$ cat src/rtl/edid_i2c_slave.sv
`timescale 1ns/1ps
// edid_i2c_slave
// DDC/I2C slave front end for a 256-byte EDID ROM. It decodes host
// transactions on the raw SCL/SDA pins and supports three operations:
// offset write, current-address read and sequential read.
// It drives the address of a downstream ROM that has a 1-clk read latency.
// Bytes are shifted out MSB-first through an open-drain SDA drive.
//
// Ports:
//   clk       system clock; it must run much faster than SCL
//   rst       synchronous, active-high reset
//   scl_in    raw SCL pin level (asynchronous)
//   sda_in    raw SDA pin level (asynchronous)
//   sda_oe    1 = pull SDA low, 0 = release
//   rom_addr  byte offset presented to the EDID ROM
//   rom_data  ROM read data, valid 1 clk after rom_addr changes
//   busy      high from an address-matched START until STOP or a mismatch
module edid_i2c_slave #(
  parameter logic [6:0] DEV_ADDR   = 7'h50,
  parameter int         FILTER_LEN = 3
) (
  input  logic       clk,
  input  logic       rst,
  input  logic       scl_in,
  input  logic       sda_in,
  output logic       sda_oe,
  output logic [7:0] rom_addr,
  input  logic [7:0] rom_data,
  output logic       busy
);

  typedef enum logic [3:0] {
    S_IDLE,
    S_DEVADDR,
    S_ACK_DEV,
    S_OFFSET,
    S_ACK_OFF,   // slave ACK after the offset byte and after each discarded write byte
    S_WDATA,
    S_TX,
    S_RX_ACK,
    S_WAIT_STOP
  } state_t;

  localparam logic [2:0] CNT_MAX = 3'(FILTER_LEN - 1);

  // Input conditioning: 2-FF synchroniser, then a glitch filter.
  // The filtered level flips only after FILTER_LEN consecutive
  // samples that disagree with it.
  logic [1:0] scl_sync, sda_sync;
  logic [2:0] scl_cnt, sda_cnt;
  logic       scl_f, sda_f, scl_d, sda_d;

  always_ff @(posedge clk) begin
    // NOTE: sequential state uses non-blocking assignments, so every
    // register samples the pre-edge value of every other register.
    if (rst) begin
      scl_sync <= 2'b11;
      sda_sync <= 2'b11;
      scl_cnt  <= '0;
      sda_cnt  <= '0;
      scl_f    <= 1'b1;
      sda_f    <= 1'b1;
      scl_d    <= 1'b1;
      sda_d    <= 1'b1;
    end else begin
      scl_sync <= {scl_sync[0], scl_in};
      sda_sync <= {sda_sync[0], sda_in};

      if (scl_sync[1] == scl_f) begin
        scl_cnt <= '0;
      end else if (scl_cnt == CNT_MAX) begin
        scl_f   <= scl_sync[1];
        scl_cnt <= '0;
      end else begin
        scl_cnt <= scl_cnt + 3'd1;
      end

      if (sda_sync[1] == sda_f) begin
        sda_cnt <= '0;
      end else if (sda_cnt == CNT_MAX) begin
        sda_f   <= sda_sync[1];
        sda_cnt <= '0;
      end else begin
        sda_cnt <= sda_cnt + 3'd1;
      end

      scl_d <= scl_f;
      sda_d <= sda_f;
    end
  end

  // START/STOP require SCL to be high and unchanged in this clk. If SDA and
  // SCL move in the same clk, the SDA change is treated as a data change.
  logic scl_rise, scl_fall, start_det, stop_det;
  assign scl_rise  =  scl_f & ~scl_d;
  assign scl_fall  = ~scl_f &  scl_d;
  assign start_det =  scl_f &  scl_d &  sda_d & ~sda_f;
  assign stop_det  =  scl_f &  scl_d & ~sda_d &  sda_f;

  state_t     state;
  logic [7:0] sr;        // receive shift register / transmit byte
  logic [3:0] bit_cnt;   // SCL rising edges seen in the current byte
  logic [7:0] offset;
  logic       rw;
  logic       ack_bit;   // host ACK/NACK level sampled in S_RX_ACK
  logic       byte_done;

  assign byte_done = (bit_cnt == 4'd8);
  assign rom_addr  = offset;

  always_ff @(posedge clk) begin
    if (rst) begin
      state   <= S_IDLE;
      sda_oe  <= 1'b0;
      busy    <= 1'b0;
      offset  <= 8'h00;
      sr      <= 8'h00;
      bit_cnt <= '0;
      rw      <= 1'b0;
      ack_bit <= 1'b1;
    end else if (stop_det) begin
      state   <= S_IDLE;
      sda_oe  <= 1'b0;
      busy    <= 1'b0;
      bit_cnt <= '0;
    end else if (start_det) begin
      // A repeated START keeps the offset, which makes a DDC random read work.
      state   <= S_DEVADDR;
      sda_oe  <= 1'b0;
      bit_cnt <= '0;
    end else if (scl_rise) begin
      case (state)
        S_DEVADDR, S_OFFSET, S_WDATA: begin
          sr      <= {sr[6:0], sda_f};
          bit_cnt <= bit_cnt + 4'd1;
        end
        S_TX:     bit_cnt <= bit_cnt + 4'd1;
        S_RX_ACK: ack_bit <= sda_f;
        default: ;
      endcase
    end else if (scl_fall) begin
      case (state)
        S_DEVADDR: begin
          if (byte_done) begin
            bit_cnt <= '0;
            if (sr[7:1] == DEV_ADDR) begin
              state  <= S_ACK_DEV;
              rw     <= sr[0];
              sda_oe <= 1'b1;
              busy   <= 1'b1;
            end else begin
              state <= S_IDLE;
              busy  <= 1'b0;
            end
          end
        end
        S_ACK_DEV: begin
          bit_cnt <= '0;
          if (rw) begin
            // rom_addr has held the offset for many clks, so rom_data is settled.
            sr     <= rom_data;
            sda_oe <= ~rom_data[7];
            state  <= S_TX;
          end else begin
            sda_oe <= 1'b0;
            state  <= S_OFFSET;
          end
        end
        S_OFFSET: begin
          if (byte_done) begin
            bit_cnt <= '0;
            offset  <= sr;
            sda_oe  <= 1'b1;
            state   <= S_ACK_OFF;
          end
        end
        S_ACK_OFF: begin
          bit_cnt <= '0;
          sda_oe  <= 1'b0;
          state   <= S_WDATA;
        end
        S_WDATA: begin
          // The ROM is read-only: written bytes are ACKed and dropped.
          if (byte_done) begin
            bit_cnt <= '0;
            sda_oe  <= 1'b1;
            state   <= S_ACK_OFF;
          end
        end
        S_TX: begin
          if (byte_done) begin
            // Advancing the offset here gives the ROM a whole ACK bit
            // to present the next byte before it is loaded.
            bit_cnt <= '0;
            sda_oe  <= 1'b0;
            offset  <= offset + 8'd1;
            state   <= S_RX_ACK;
          end else begin
            sr     <= {sr[6:0], 1'b0};
            sda_oe <= ~sr[6];
          end
        end
        S_RX_ACK: begin
          bit_cnt <= '0;
          if (!ack_bit) begin
            sr     <= rom_data;
            sda_oe <= ~rom_data[7];
            state  <= S_TX;
          end else begin
            sda_oe <= 1'b0;
            state  <= S_WAIT_STOP;
          end
        end
        default: ;
      endcase
    end
  end

endmodule
$ cat config.mk
export PLATFORM = sky130hd
export DESIGN_NAME = edid_i2c_slave
export DESIGN_NICKNAME = d
export VERILOG_FILES = /design/src/rtl/edid_i2c_slave.sv
export SDC_FILE = /design/constraint.sdc
export NUM_CORES = 1
export LEC_CHECK = 0
export BUFFER_PORTS_ARGS = -buffer_cell sky130_fd_sc_hd__buf_2
export CAP_MARGIN = 20
export CORE_MARGIN = 4
export CORE_UTILIZATION = 56
export CTS_BUF_LIST = sky130_fd_sc_hd__clkbuf_8
export DETAILED_ROUTE_END_ITERATION = 8
export PLACE_DENSITY = 0.79
export SYNTH_ARGS = -nofsm -noshare
export SYNTH_HDL_FRONTEND = slang
export SYNTH_SLANG_ARGS = --single-unit
$ cat constraint.sdc
create_clock -name clk -period 1.9 [get_ports clk]
set_clock_uncertainty 0.05 [all_clocks]
set_input_delay 0.19 -clock clk [delete_from_list [all_inputs] [get_ports clk]]
set_output_delay 0.19 -clock clk [all_outputs]
set_load 0.05 [all_outputs]
==> PnR_summary.wiki, run 1 <==
{| class="wikitable"
! Metric !! Value
|-
| Max-slew violation count || 0
|-
| End of the worst register-to-register path || state[0]
|-
| Number of standard cells after synthesis || 294
|-
| Global-route wire length before repair || 10200 um
|-
| Outcome || finished, violations left
|-
| HP Start || sda_in
|-
| Synth area leader || sky130_fd_sc_hd__dfxtp_1
|-
| Minimum period implied by the final worst setup slack || 1940 ps
|-
| Overall Global Routing Usage || 23.2%
|-
| Via count of the first global-routing pass || 2295
|-
| Later-pin clock latency in the skew report || 300 ps
|-
| Unrepaired setup endpoints after global routing || true
|-
| Diode count || 0
|-
| Num Clock Sinks || 42
|-
| P_int || 1.29 mW
|-
| Post-route clock period utilization || 102%
|-
| R2R Path Start || scl_d
|-
| Layout cells sized above 1 || 30.9%
|-
| Register-to-register setup slack || -40 ps
|-
| Max capacitance violation total || 0
|-
| Failing checks || setup timing
|-
| Kind of critical path || flip-flop to flip-flop
|-
| Post-placement worst setup slack || -62.0 ps
|-
| Final count of hold timing violations || 0
|-
| Power density over the cells || ~540 nW/um2
|-
| Total power after layout || 1.64 mW
|-
| Share of synthesized area occupied by flip-flops and latches || 34.0%
|-
| Clock transition at path regs || around 80 ps
|-
| Peak clock frequency supported by timing || 514 MHz
|-
| Die Ht || 74.4 um
|-
| Switching power || 0.345 mW
|-
| Distinct cell type count of the synthesized netlist || 55
|-
| Pin count of the biggest net entering global routing || 40
|-
| Portion of total power attributed to sequential cells || 54.1%
|-
| Starting utilization of the core area || 59.6%
|-
| Fraction of synthesized cell area taken by the top area cell type || about a third
|-
| Largest voltage drop on the vdd net || 0.663 mV
|-
| CTS Hold Buffers Added || 0
|-
| Area Growth Syn to Fin || 22.4%
|-
| Maximum count of clock buffers along a single path || 2
|-
| Level count of the clock H-tree || 2
|-
| Part of the total power dissipated in combinational logic || 3.9%
|-
| Commonest non-fill, non-tap cell in the layout || sky130_fd_sc_hd__dfxtp_1
|-
| Number of cell instances on the worst register-to-register path || 6
|-
| Iteration-0 DRC Markers || 281
|-
| Async S/R FF share, synth || 0%
|-
| Core footprint || 4140 um2
|-
| Most frequent cells in the layout || 38 x sky130_fd_sc_hd__dfxtp_1, 29 x sky130_fd_sc_hd__buf_4, 27 x sky130_fd_sc_hd__a21oi_1
|-
| Critical Path RT || 2090 ps
|-
| Worst rel slew slack || 68.3%
|-
| Initial DRT Pass Iterations || 5
|-
| Data arrival time of the critical path || roughly 2100 ps
|-
| Final Routed Wirelength || ~6500 um
|-
| Cell area after layout || between 3000 and 4000 um2
|-
| Count of vias placed by the detailed router || 2412
|-
| DRC || 0
|-
| Setup TNS Final || -44.5 ps
|-
| Endpoint type of the worst setup path || flip-flop
|-
| Post-synthesis area per instance || 8.41 um2
|-
| Area of the die || 5540 um2
|-
| RePlAce Congestion || 0.969
|-
| Ranking of synthesized cells by area || sky130_fd_sc_hd__dfxtp_1 34%, sky130_fd_sc_hd__a21oi_1 5.7%, sky130_fd_sc_hd__ha_1 5.1%
|-
| Post-synthesis sequential element count || 42
|-
| Estimated wirelength of the detail-placed design || 4210 um
|-
| Sw Ratio || a little over a fifth
|-
| TritonCTS buffer count || 5
|-
| Standby leakage power || 1.21 nW
|-
| Average wire per standard cell || approximately 17 um
|-
| Count of endpoints failing setup in the final report || 1
|-
| Count of yosys warnings during synthesis || 0
|-
| Initial antenna violation count || 0
|-
| Detail Route Antenna Nets || 0
|-
| Number of nets at the end of the flow || 358
|-
| Critical path peak fanout || 3
|-
| Min Hold Slack || about 25 ps
|-
| Clock Root Buffer || sky130_fd_sc_hd__clkbuf_8
|-
| Placed instance area || between 2000 and 3000 um2
|-
| Worst slew pin tran || 468 ps
|-
| Main synth FF type || sky130_fd_sc_hd__dfxtp_1
|-
| Type of the tightest min-delay check || input pin to flip-flop
|-
| Clock tree from TritonCTS || yes
|-
| Number of enable flip-flop cells after synthesis || 0
|-
| Setup WS post-layout || -44.5 ps
|-
| Count of input and output buffers || 21
|-
| Cell row count || 23
|-
| Aggregate global routing overflow || 0
|-
| Die width || approximately 74 um
|-
| Post-synthesis instance area || about 2500 um2
|-
| End point of the worst hold path || sda_sync[0]
|-
| Synthesized net count || 316
|-
| Cells on Worst Hold Path || 2
|-
| Clock network fraction of design power || approximately two fifths
|-
| Vias per inst || ~6.2
|-
| Type of origin of the critical path || flip-flop
|-
| Top-level port count || 22
|}
-- cells by family after synthesis --
kind of cell / after synthesis / synth area share, %
flops: 42 / 34.0
mux: 11 / 4.91
simple gates: 113 / 26.3
buf+inv: 29 / 4.91
fa+ha+maj: 11 / 5.47
xor+xnor: 6 / 2.13
compound gates: 82 / 22.3
-- power groups by stage --
stage                     clock, mW  combinational (mW)  sequential [mW]
after floorplan                   0              0.0365            0.908
after global placement            0              0.0591            0.909
after detailed placement          0              0.0604            0.909
after CTS                     0.696              0.0613            0.887
after global routing          0.725              0.0712            0.887
final                         0.688              0.0639            0.887
-- per-stage QoR --
step                      utilization, %  cells
after global routing                73.0    387
after CTS                           70.5    384
after detailed placement            66.5    374
after floorplan                        -    294
final                               73.0    387
after global placement              66.5    374
-- registers in the layout (all words and copies together) (netlist names) --
register	count
rom_addr	8
sr	8
bit_cnt	4
state	4
scl_cnt	3
sda_cnt	3
scl_sync	2
sda_sync	2
ack_bit	1
busy	1
rw	1
scl_d	1
scl_f	1
sda_d	1
sda_f	1
sda_oe	1
-- cell usage after synthesis (5+ instances only) --
master and count:
sky130_fd_sc_hd__nor2_1 16, sky130_fd_sc_hd__inv_1 12, sky130_fd_sc_hd__o21ai_0 12, sky130_fd_sc_hd__ha_1 10, sky130_fd_sc_hd__mux2_2 9, sky130_fd_sc_hd__clkbuf_1 12, sky130_fd_sc_hd__nand3_1 13, sky130_fd_sc_hd__a211o_1 9
sky130_fd_sc_hd__nand2_1 17, sky130_fd_sc_hd__o31ai_1 6, sky130_fd_sc_hd__or2_2 7, sky130_fd_sc_hd__nor2b_1 14, sky130_fd_sc_hd__nor3_1 5, sky130_fd_sc_hd__a21oi_1 28, sky130_fd_sc_hd__or4_1 6, sky130_fd_sc_hd__dfxtp_1 42
-- timing repair --
| item | CTS | global route |
|---|---|---|
| endpoints found under the setup margin | 3 | 24 |
| gates resized for setup | 9 | 22 |
| pin swaps | 2 | 4 |
| buffers inserted | 2 | 3 |
-- routing by layer --
layer	part of all wire [%]	GRT usage, %	routed length, um	vias to the layer above
li1	-	-	-	1148
met1	43	30.8	2830	1105
met2	45	35.9	2930	125
met3	7.7	5.41	500	34
met4	3.9	10.3	256	0
met5	0	0	0	-
-- layout make-up --
cell class	instances	area, um2
sequential	42	848
clock buffer	5	68.8
timing repair buffer	52	354
fill	317	1120
tap	50	62.6
inverter	12	47.5
multi-input combinational	223	1610
clock inverter	3	37.5
-- critical path, cell delays in order (launching register included) --
cell and delay [ps]:
sky130_fd_sc_hd__dfxtp_2 360, sky130_fd_sc_hd__buf_12 110, sky130_fd_sc_hd__ha_4 130, sky130_fd_sc_hd__or3b_4 380, sky130_fd_sc_hd__a21o_1 200, sky130_fd_sc_hd__or4_4 550
sky130_fd_sc_hd__a21oi_2 120
-- worst max path at each step --
stage,endpoint,from,slack [ps],depth (start not counted)
3_5_place_dp,state[0],scl_d,-60,6
3_3_place_gp,state[0],scl_d,20,6
5_1_grt,state[0],scl_d,-50,6
4_1_cts,state[0],scl_d,-3,6
2_1_floorplan,state[0],scl_d,6,6
6_report,state[0],scl_d,-40,6
Note: power is estimated with default switching activity, not from simulation.
==> run 2, diff against run 1 <==
--- a/config.mk
+++ b/config.mk
@@ -11,6 +11,7 @@
 export CORE_UTILIZATION = 56
 export CTS_BUF_LIST = sky130_fd_sc_hd__clkbuf_8
 export DETAILED_ROUTE_END_ITERATION = 8
+export MAX_ROUTING_LAYER = met4
 export PLACE_DENSITY = 0.79
 export SYNTH_ARGS = -nofsm -noshare
 export SYNTH_HDL_FRONTEND = slang
==> run 2 against run 1 <==
- the flow now finishes without violations
- clock power rose by 5.1%
- combinational power decreased by 2%
- via count fell by 1.7%
- flip-flop and latch count did not move
- critical endpoint unchanged
- highest routed layer unchanged
==> PnR_summary.wiki, run 2 (synthesized netlist as in run 1, its figures left out) <==
{| class="wikitable"
! Metric !! Value
|-
| Unrepaired setup endpoints after global routing || true
|-
| Die width || 74.4 um
|-
| Layout filler cell count || 311
|-
| Worst slew pin tran || 416 ps
|-
| Core footprint || 4140 um2
|-
| Cell count after placement || approximately 370
|-
| Top-level port count || 22
|-
| Count of endpoints failing setup in the final report || 0
|-
| Sequential standard cell area || approximately 850 um2
|-
| Outcome || finished clean
|-
| Pin count of the biggest net entering global routing || 40
|-
| Worst path max stage delay || roughly 500 ps
|-
| Number of nets at the end of the flow || ~350
|-
| Layout cells sized above 1 || 29.1%
|-
| Area Growth Syn to Fin || 19.9%
|-
| Power density over the cells || 564 nW/um2
|-
| Cell area after layout || 2960 um2
|-
| Setup TNS Final || 0 ps
|-
| Worst path cell trace || inv_4 > ha_4 > or3b_4 > a21o_1 > or4_4 > a21oi_2
|-
| Largest voltage drop on the vdd net || between 0.4 and 0.5 mV
|-
| R2R Path Start || scl_d
|-
| Cells on Worst Hold Path || 2
|-
| Aggregate global routing overflow || 0
|-
| TritonCTS buffer count || 5
|-
| Num Clock Sinks || 42
|-
| Count of vias placed by the detailed router || about 2400
|-
| Average wire per standard cell || approximately 16 um
|-
| DRC || 0
|-
| Post-route clock period utilization || approximately 100%
|-
| Global-route wire length before repair || just over 10000 um
|-
| Final count of hold timing violations || 0
|-
| Initial DRT Pass Iterations || 6
|-
| Standby leakage power || roughly 1.2 nW
|-
| CTS Hold Buffers Added || 0
|-
| Count of input and output buffers || 21
|-
| Number of standard cells in the layout, taps in and fillers out || between 300 and 400
|-
| End point of the worst hold path || scl_sync[0]
|-
| Kind of critical path || flip-flop to flip-flop
|-
| End of the worst register-to-register path || state[0]
|-
| Starting utilization of the core area || a little under 60%
|-
| Critical Path RT || 2090 ps
|-
| Number of cell instances on the worst register-to-register path || 6
|-
| Initial antenna violation count || 0
|-
| Critical path peak fanout || 6
|-
| Register-to-register setup slack || 10 ps
|-
| Maximum count of clock buffers along a single path || 2
|-
| Area occupied by multi-input gates || 1590 um2
|-
| Data arrival time of the critical path || about 2100 ps
|-
| Overall Global Routing Usage || 24.1%
|-
| Detail Route Antenna Nets || 0
|-
| Peak clock frequency supported by timing || 529 MHz
|-
| Clock Root Buffer || sky130_fd_sc_hd__clkbuf_8
|-
| Vias per inst || between 6 and 7
|-
| Clock transition at path regs || about 80 ps
|-
| Most frequent cells in the layout || 39 x sky130_fd_sc_hd__dfxtp_1, 26 x sky130_fd_sc_hd__a21oi_1, 25 x sky130_fd_sc_hd__buf_4
|-
| Placed instance area || about 2800 um2
|-
| RePlAce Congestion || 0.965
|-
| HP Start || scl_in
|-
| Level count of the clock H-tree || 2
|-
| Estimated wirelength of the detail-placed design || 4260 um
|-
| Max-slew violation count || 0
|-
| Type of the tightest min-delay check || input pin to flip-flop
|-
| Type of origin of the critical path || flip-flop
|-
| Endpoint type of the worst setup path || flip-flop
|-
| Commonest non-fill, non-tap cell in the layout || sky130_fd_sc_hd__dfxtp_1
|-
| Worst rel slew slack || 72.1%
|-
| Slowest-stage cell, CP || sky130_fd_sc_hd__or4_4
|-
| Cell row count || 23
|-
| Area of the die || around 5500 um2
|-
| Max capacitance violation total || 0
|-
| Minimum period implied by the final worst setup slack || 1890 ps
|-
| Later-pin clock latency in the skew report || 300 ps
|-
| Final Routed Wirelength || between 6000 and 7000 um
|-
| Clock tree from TritonCTS || yes
|-
| Via count of the first global-routing pass || 2152
|-
| Die Ht || between 70 and 80 um
|-
| Diode count || 0
|-
| Iteration-0 DRC Markers || 282
|}
run 2: per-stage QoR:
stage | power (mW) | worst slack (ps) | util (%) | hold WS, ps
6_report | 1.67 | 10.4 | 71.5 | 17.5
5_1_grt | 1.73 | -48.5 | 71.5 | 24.9
4_1_cts | 1.69 | 9.16 | 69.4 | 4.38
3_5_place_dp | 0.970 | -46.6 | 66.5 | 327
3_3_place_gp | 0.968 | 16.7 | 66.5 | 324
2_1_floorplan | 0.945 | 6.48 | - | 244
run 2: worst max-delay path by stage:
| stage | start | slack (ps) | depth (start not counted) | end |
|---|---|---|---|---|
| floorplan | scl_d | 6 | 6 | state[0] |
| global placement | scl_d | 20 | 6 | state[0] |
| detailed placement | scl_d | -50 | 6 | state[0] |
| CTS | scl_d | 9 | 6 | state[0] |
| global route | scl_d | -50 | 6 | state[0] |
| finish | scl_d | 10 | 6 | state[0] |
run 2: area by class of cell:
type / count / area share [%]
timing repair buffer: 47 / 10.3
clock inverter: 3 / 1.48
inverter: 12 / 1.60
clock buffer: 5 / 2.32
multi-input combinational: 224 / 53.6
sequential: 42 / 28.7
tap: 50 / 2.11
run 2: what timing repair did:
item	in CTS	in global routing
gates cloned	0	1
setup buffers	0	0
endpoints found under the setup margin	4	22
resized for setup	5	21
pin swaps	1	2
run 2: layer usage:
layer  part of all wire (%)  up-vias  GRT usage (%)
li1                       -     1149              -
met1                     43     1104           31.7
met2                     47      104           37.6
met3                    6.7       15           4.46
met4                    2.8        0           7.31
met5                      0        -              -
run 2: critical path, delay by kind of cell, from the launching register on:
kind                     cells  cell delay (ps)
AND/OR/NAND/NOR              2              890
buffers and inverters        1               40
adder cells (fa/ha/maj)      1              170
flip-flops                   1              390
AO/OA/AOI/OAI                2              300
run 2: where the power goes:
part / internal, mW / switching, mW
Combinational: 0.0274 / 0.0353
Clock: 0.394 / 0.329
Sequential: 0.882 / 0.00315
Total: 1.30 / 0.368
==> run 3, diff against run 2 <==
--- a/config.mk
+++ b/config.mk
@@ -10,9 +10,10 @@
 export CORE_MARGIN = 4
 export CORE_UTILIZATION = 56
 export CTS_BUF_LIST = sky130_fd_sc_hd__clkbuf_8
+export CTS_CLUSTER_SIZE = 25
 export DETAILED_ROUTE_END_ITERATION = 8
 export MAX_ROUTING_LAYER = met4
-export PLACE_DENSITY = 0.79
+export PLACE_DENSITY = 0.78
 export SYNTH_ARGS = -nofsm -noshare
 export SYNTH_HDL_FRONTEND = slang
 export SYNTH_SLANG_ARGS = --single-unit
==> run 3 against run 2 <==
- count of clock-buffer cells in the layout up 1
- clock power shrank 16%
- global-route usage fell by 0.36 points
- core utilization decreased by 1.0 points
- die area is the same
- the run now ends with setup timing left
- critical path depth is the same
- total power fell by 6.9%
- cell count is 0.78% lower
- largest cell class unchanged
- wire length is 4.6% lower
- combinational power is 2% lower
- final area down 1.4%
- largest power group unchanged
==> PnR_summary.wiki, run 3 (synthesized netlist as in run 1, its figures left out) <==
{| class="wikitable"
! Metric !! Value
|-
| Count of vias placed by the detailed router || around 2300
|-
| Area Growth Syn to Fin || 18.2%
|-
| Type of the tightest min-delay check || input pin to flip-flop
|-
| Global-route wire length before repair || approximately 10000 um
|-
| Kind of critical path || flip-flop to flip-flop
|-
| Pin count of the biggest net entering global routing || 40
|-
| Clock Root Buffer || sky130_fd_sc_hd__clkbuf_8
|-
| Min Hold Slack || around 21 ps
|-
| Cell count after placement || 372
|-
| Crit path buf inv count || 1
|-
| Util after Layout || 70.5%
|-
| Later-pin clock latency in the skew report || 300 ps
|-
| Cell area after layout || 2920 um2
|-
| Count of input and output buffers || 21
|-
| Setup WS post-layout || -11.2 ps
|-
| DRC || 0
|-
| Maximum count of clock buffers along a single path || 2
|-
| Detail Route Antenna Nets || 0
|-
| Category of cells accounting for the largest share of critical-path delay || simple AND/OR/NAND/NOR gates
|-
| Clock transition at path regs || 80 ps
|-
| Worst slew pin tran || between 400 and 500 ps
|-
| Number of nets at the end of the flow || about 350
|-
| Iteration-0 DRC Markers || between 150 and 200
|-
| Layout cells sized above 1 || 27.9%
|-
| Initial antenna violation count || 0
|-
| Die Ht || 74.4 um
|-
| Worst path cell trace || inv_4 > ha_4 > or3b_4 > a21o_1 > or4_4 > a21oi_2
|-
| Max capacitance violation total || 0
|-
| Standby leakage power || between 1 and 1.5 nW
|-
| Initial DRT Pass Iterations || 4
|-
| Post-route clock period utilization || 101%
|-
| Area of the die || 5540 um2
|-
| Layout filler cell count || 339
|-
| Estimated wirelength of the detail-placed design || 4250 um
|-
| Diode count || 0
|-
| Aggregate global routing overflow || 0
|-
| Clock tree from TritonCTS || yes
|-
| Endpoint type of the worst setup path || flip-flop
|-
| Failing checks || setup timing
|-
| Outcome || finished, violations left
|-
| Count of endpoints failing setup in the final report || 1
|-
| Via count of the first global-routing pass || ~2200
|-
| Die width || 74.4 um
|-
| Final Routed Wirelength || 5900 um
|-
| Data arrival time of the critical path || around 2100 ps
|-
| Final count of hold timing violations || 0
|-
| Cell row count || 23
|-
| Worst path max stage delay || 510 ps
|-
| Slowest-stage cell, CP || sky130_fd_sc_hd__or4_4
|-
| Worst rel slew slack || between 70% and 80%
|-
| RePlAce Congestion || 1.02
|-
| Average wire per standard cell || between 15 and 20 um
|-
| Number of standard cells in the layout, taps in and fillers out || 380
|-
| Top-level port count || 22
|-
| Type of origin of the critical path || flip-flop
|-
| Largest voltage drop on the vdd net || 0.548 mV
|-
| Commonest non-fill, non-tap cell in the layout || sky130_fd_sc_hd__dfxtp_1
|-
| TritonCTS buffer count || 5
|-
| Critical Path RT || around 2100 ps
|-
| Area occupied by multi-input gates || 1580 um2
|-
| Peak clock frequency supported by timing || 523 MHz
|-
| Max-slew violation count || 0
|-
| Post-placement worst setup slack || -38.0 ps
|-
| Most frequent cells in the layout || 40 x sky130_fd_sc_hd__dfxtp_1, 27 x sky130_fd_sc_hd__a21oi_1, 24 x sky130_fd_sc_hd__buf_4
|-
| Minimum period implied by the final worst setup slack || 1910 ps
|-
| Placed instance area || 2740 um2
|-
| Level count of the clock H-tree || 2
|-
| Power density over the cells || 533 nW/um2
|-
| Starting utilization of the core area || 59.6%
|-
| Overall Global Routing Usage || 23.7%
|-
| Unrepaired setup endpoints after global routing || true
|-
| CTS Hold Buffers Added || 0
|-
| Vias per inst || ~6
|-
| Sequential standard cell area || 848 um2
|-
| Core footprint || 4140 um2
|-
| Critical path peak fanout || 7
|-
| Num Clock Sinks || 42
|}
[run 3: stage by stage]
| stage | TNS (ps) | total power, mW |
|---|---|---|
| floorplan | 0 | 0.945 |
| global placement | 0 | 0.968 |
| detailed placement | -38.0 | 0.969 |
| CTS | -5.29 | 1.57 |
| global route | -113 | 1.62 |
| finish | -11.2 | 1.56 |
[run 3: path summary, 6_finish.rpt]
path | start | endpoint | slack (ps) | cells after the start
max reg2reg | scl_d | state[0] | -10 | 6
max | scl_d | state[0] | -10 | 6
min reg2reg | sda_sync[0] | sda_sync[1] | 370 | 1
min | sda_in | sda_sync[0] | 20 | 2
[run 3: metal layers]
| metal | track usage, % | routed length [um] | up-vias |
|---|---|---|---|
| li1 | - | - | 1144 |
| met1 | 31.1 | 2670 | 1074 |
| met2 | 36.3 | 2730 | 93 |
| met3 | 5.41 | 426 | 8 |
| met4 | 7.31 | 80 | 0 |
| met5 | - | 0 | - |
[run 3: final cells by class]
| cell class | instances | area share (%) |
|---|---|---|
| Tap cell | 50 | 2.14 |
| Multi-Input combinational cell | 223 | 54.2 |
| Clock buffer | 6 | 2.83 |
| Clock inverter | 2 | 0.428 |
| Timing Repair Buffer | 45 | 9.76 |
| Inverter | 12 | 1.63 |
| Sequential cell | 42 | 29.0 |
[run 3: what timing repair did]
| action | in CTS | in global routing |
|---|---|---|
| setup endpoints to repair | 13 | 20 |
| resized for setup | 10 | 13 |
| cloned | 0 | 0 |
| setup buffers | 0 | 0 |
| pin swaps | 2 | 3 |
[run 3: report_power, final]
part	leakage, nW	internal [mW]	switching (mW)
registers	0.339	0.882	0.00319
logic	0.771	0.0274	0.0343
clock network	0.0472	0.292	0.316
total	1.16	1.20	0.354
